## src/rtl/fifo.sv

```systemverilog
// fifo: first-word-fall-through FIFO with register-file storage and registered full/empty flags
module fifo #(
    parameter int DATA_WIDTH = 8,
    parameter int ADDR_WIDTH = 4
) (
    input  logic                  clk,
    input  logic                  reset,
    input  logic                  rd,
    input  logic                  wr,
    input  logic [DATA_WIDTH-1:0] w_data,
    output logic [DATA_WIDTH-1:0] r_data,
    output logic                  empty,
    output logic                  full
);
    localparam int DEPTH = 2 ** ADDR_WIDTH;
    logic [DATA_WIDTH-1:0] mem_q [DEPTH];
    logic [ADDR_WIDTH-1:0] w_ptr_q, w_ptr_d, w_ptr_succ;
    logic [ADDR_WIDTH-1:0] r_ptr_q, r_ptr_d, r_ptr_succ;
    logic                  full_q, full_d, empty_q, empty_d;
    logic                  wr_ok, rd_ok;
    // a pop while full frees the slot the concurrent push lands in; a read from empty is never accepted
    always_comb begin
        wr_ok      = wr & (~full_q | rd);
        rd_ok      = rd & ~empty_q;
        w_ptr_succ = w_ptr_q + 1'b1;
        r_ptr_succ = r_ptr_q + 1'b1;
        w_ptr_d    = wr_ok ? w_ptr_succ : w_ptr_q;
        r_ptr_d    = rd_ok ? r_ptr_succ : r_ptr_q;
        full_d     = (wr_ok & ~rd_ok) ? (w_ptr_succ == r_ptr_q) : (rd_ok & ~wr_ok) ? 1'b0 : full_q;
        empty_d    = (wr_ok & ~rd_ok) ? 1'b0 : (rd_ok & ~wr_ok) ? (r_ptr_succ == w_ptr_q) : empty_q;
    end
    // pointers and flags; reset discards contents by collapsing both pointers
    always_ff @(posedge clk) begin
        if (reset) begin
            w_ptr_q <= '0;
            r_ptr_q <= '0;
            full_q  <= 1'b0;
            empty_q <= 1'b1;
        end else begin
            w_ptr_q <= w_ptr_d;
            r_ptr_q <= r_ptr_d;
            full_q  <= full_d;
            empty_q <= empty_d;
        end
    end
    // storage is never cleared; reset only blocks the write in its cycle
    always_ff @(posedge clk) begin
        if (wr_ok && !reset) mem_q[w_ptr_q] <= w_data;
    end
    assign r_data = mem_q[r_ptr_q];
    assign empty  = empty_q;
    assign full   = full_q;
endmodule

```

## config.mk

```make
export PLATFORM = sky130hd
export DESIGN_NAME = fifo
export DESIGN_NICKNAME = d
export VERILOG_FILES = /design/src/rtl/fifo.sv
export SDC_FILE = /design/constraint.sdc
export NUM_CORES = 1
export LEC_CHECK = 0
export CAP_MARGIN = 20
export CORE_ASPECT_RATIO = 1.5
export CORE_MARGIN = 2
export CORE_UTILIZATION = 50
export DETAILED_ROUTE_END_ITERATION = 12
export PLACE_DENSITY = 0.76
export SLEW_MARGIN = 20
export SYNTH_ARGS = -nofsm -noshare
export SYNTH_HDL_FRONTEND = slang
export SYNTH_SLANG_ARGS = --single-unit
export TNS_END_PERCENT = 30
```

## constraint.sdc

```tcl
create_clock -name clk -period 2.65 [get_ports clk]
set_input_delay 0.53 -clock clk [delete_from_list [all_inputs] [get_ports clk]]
set_output_delay 0.53 -clock clk [all_outputs]
set_load 0.05 [all_outputs]
```

==> results.yml <==
cts:
  clk_pin_slew_worst_paths_ns: 0.06
  clock_path_buffers: 2
  cts_setup_buffers: 0
  root_buffer: "clkbuf_16"
  cts_tree: "done"
  cts.sinks: 142
  numCtsBuffers: 17
  cts-hold-fix-buffers: 0
  clk_latency_ns: 0.41
  htree_num_levels: 4
routing:
  drt_wl_total_mm: 11.5
  vias: 2912
  drt-initial-drc-count: 323
  wl_per_cell_um: 22.9
  detail_route.first_pass.iterations: 4
  drc: 0
  viasPerCell: 5.80
  postRouteAntennaNets: 0
placement:
  port_buffers: 21
  dpl.hpwl_mm: 7.61
  dp_cells: 469
  place_congestion: 0.862
sta:
  totalNegativeSetupSlack_ns: 0
  fin_skew_ns: 0.00520
  rsz0062_at_grt: "yes"
  finalSetupViolCount: 0
  fmax_ghz: 0.381
  finalHoldViolations: 0
  slew_headroom_pct: 50.5
  period_minus_slack_ns: 2.63
  tightest_slew_ns: 0.740
  slew_viol_final: 0
  fin_crit_sh_pct: 99.1
  hold_ws_ns: 0.509
power_and_ir_drop:
  ir_drop_v: 0.000478
  powerDensity_mw_per_mm2: 748
  leakagePower_uw: 0.00219
global_route:
  grtUsageMet1_pct: 22.6
  grt_pass1_vias: 3020
  grt_usage_pct: 20.2
  use_met2_pct: 35.4
  gr-total-overflow: 0
  antenna_found_initial: 0
  grt_pass1_wl_mm: 17.5
  grt_max_degree: 33
  grt-busiest-layer: "met2"
  grt_use_met3_pct: 5.41
worst_setup_path:
  rr_worst_depth: 5
  end_kind: "primary output"
  worst_ep_required_time_ns: 2.12
  critical_path_class: "flop to primary output"
  arrival_ns: 2.10
  start_kind: "flop"
  rrSetupSlack_ns: 0.59
  rr_startpoint: "w_ptr_q[1]"
  r2r_end: "mem_q[3][0]"
  cp_max_fo: 16
die:
  fp.dieArea_mm2: 0.0123
  io_pins: 22
  core_mm2: 0.0111
  initial_utilization_pct: 51.5
  die_w_um: 91.1
  die_y_um: 135
  num_rows: 47
cells_and_area:
  fin_nets: 360
  fin_cells: 502
  antenna_cells: 0
  syn2layout_area_growth_pct: 18.3
  drive_gt1_share_pct: 25.4
  final_util_pct: 60.9
synth:
  synth-main-ff-cell: "edfxtp_1"
  synth.most_common_cell: "edfxtp_1"
  async_flop_share_pct: 0
  synth_fp_nets: 315
  synthCells: 297
  yosys.area.top_type: "edfxtp_1"
  synth_area_per_cell_um2: 19.2
  synth_edf_count: 128
  yosys_register_bits: 142
  synth.area.top_cells: "edfxtp_1, mux4_2, mux4_1, dfxtp_1, a22oi_1"
  yosysUniqueCellTypes: 32
  yosys_warnings: 0
  synth_common_cells: "edfxtp_1, mux4_2, nor2_1, a22oi_1"
  seq_area_frac_synth_pct: 72.5
  synth_area_mm2: 0.00569
  synth_top_area_share_pct: 67.5
outcome:
  status: "completed"
hold_path:
  hold_path_end: "full"
  min_path_cells: 2
  hold_start: "full"
  hp-class: "flop to flop"
flow_run:
  maxCapViolCount: 0
## what timing repair did
| item | 4_1_cts | 5_1_grt |
|---|---|---|
| pin swaps | 1 | 0 |
| cloned | 1 | 0 |
| gates resized for setup | 10 | 5 |
| endpoints found under the setup margin | 8 | 8 |
## how the worst max path moves through the flow
| stage | startpoint | slack (ns) | endpoint | depth (start not counted) |
|---|---|---|---|---|
| global placement | wr | 0.26 | mem_q[2][0] | 5 |
| finish | flop | 0.02 | r_data[4] | 5 |
| CTS | flop | -0.004 | r_data[2] | 5 |
| detailed placement | wr | 0.15 | mem_q[2][1] | 5 |
| floorplan | full | 0.33 | mem_q[0][0] | 4 |
| global route | flop | -0.04 | r_data[5] | 5 |
## worst max-delay path, stage by stage (launching register included)
cell and delay, ns:
dfxtp_4 0.40, buf_12 0.19, mux4_1 0.61, a22oi_1 0.20, nand2_1 0.09, buf_4 0.20
## flip-flops by register name, indices dropped and copies added (netlist names), named ones only
signal,count
mem_q,128
empty,1
r_ptr_q,4
w_ptr_q,4
full,1
## metrics by stage
step           area (µm²)  setup WS, ns  total power [µW]
2_1_floorplan        5690         0.331              2760
3_5_place_dp         6130         0.146              2890
6_report             6730        0.0235              5030
3_3_place_gp         6130         0.264              2880
5_1_grt              6730       -0.0419              5200
4_1_cts              6720      -0.00404              5070
## final cells by class
| cell class | count | area [µm²] |
|---|---|---|
| clock buffers | 18 | 429 |
| inverters | 6 | 22.5 |
| flip-flops and latches | 142 | 4130 |
| clock inverters | 14 | 120 |
| fillers | 820 | 4320 |
| well taps | 147 | 184 |
| multi-input cells | 133 | 1450 |
| repair buffers | 42 | 397 |
## cell usage in the layout (no fill, tap or decap), types with 3 or more instances in the layout
master / count
a21oi_1: 6
a22oi_1: 9
a22oi_2: 7
buf_4: 25
clkbuf_16: 17
clkdlybuf4s50_1: 13
clkinv_2: 4
clkinv_4: 3
clkinvlp_4: 3
dfxtp_1: 13
edfxtp_1: 128
ha_1: 6
inv_1: 6
mux4_1: 9
mux4_2: 23
nand2_1: 9
nand2b_1: 3
nand3b_1: 3
nor2_1: 18
nor2b_1: 3
nor3_1: 4
o21ai_0: 3
o31ai_1: 4
or4_1: 5
xnor2_1: 7
xor2_1: 4
## report_power, final
part,internal (µW),switching (µW),total [µW]
Combinational,167,212,379
Clock,1290,884,2170
Sequential,2460,20.1,2480
## cells by family (layout without fill, tap and decap cells)
| kind of cell | after synthesis | after routing | synth area share [%] |
|---|---|---|---|
| DFF | 142 | 142 | 72.5 |
| and+or+nand+nor | 54 | 54 | 5.01 |
| muxes | 33 | 33 | 13.8 |
| AOI/OAI and AO/OA | 29 | 29 | 3.43 |
| buffers and inverters | 22 | 80 | 2.33 |
| xor gates and xnor gates | 11 | 11 | 1.69 |
| adders and majority gates | 6 | 6 | 1.32 |
## metal layers
metal	wire, µm	share of wire, %
met5	0	0
met4	378	3.3
met3	571	5.0
met2	6380	56
met1	4160	36
(Power assumes the default switching activity.)
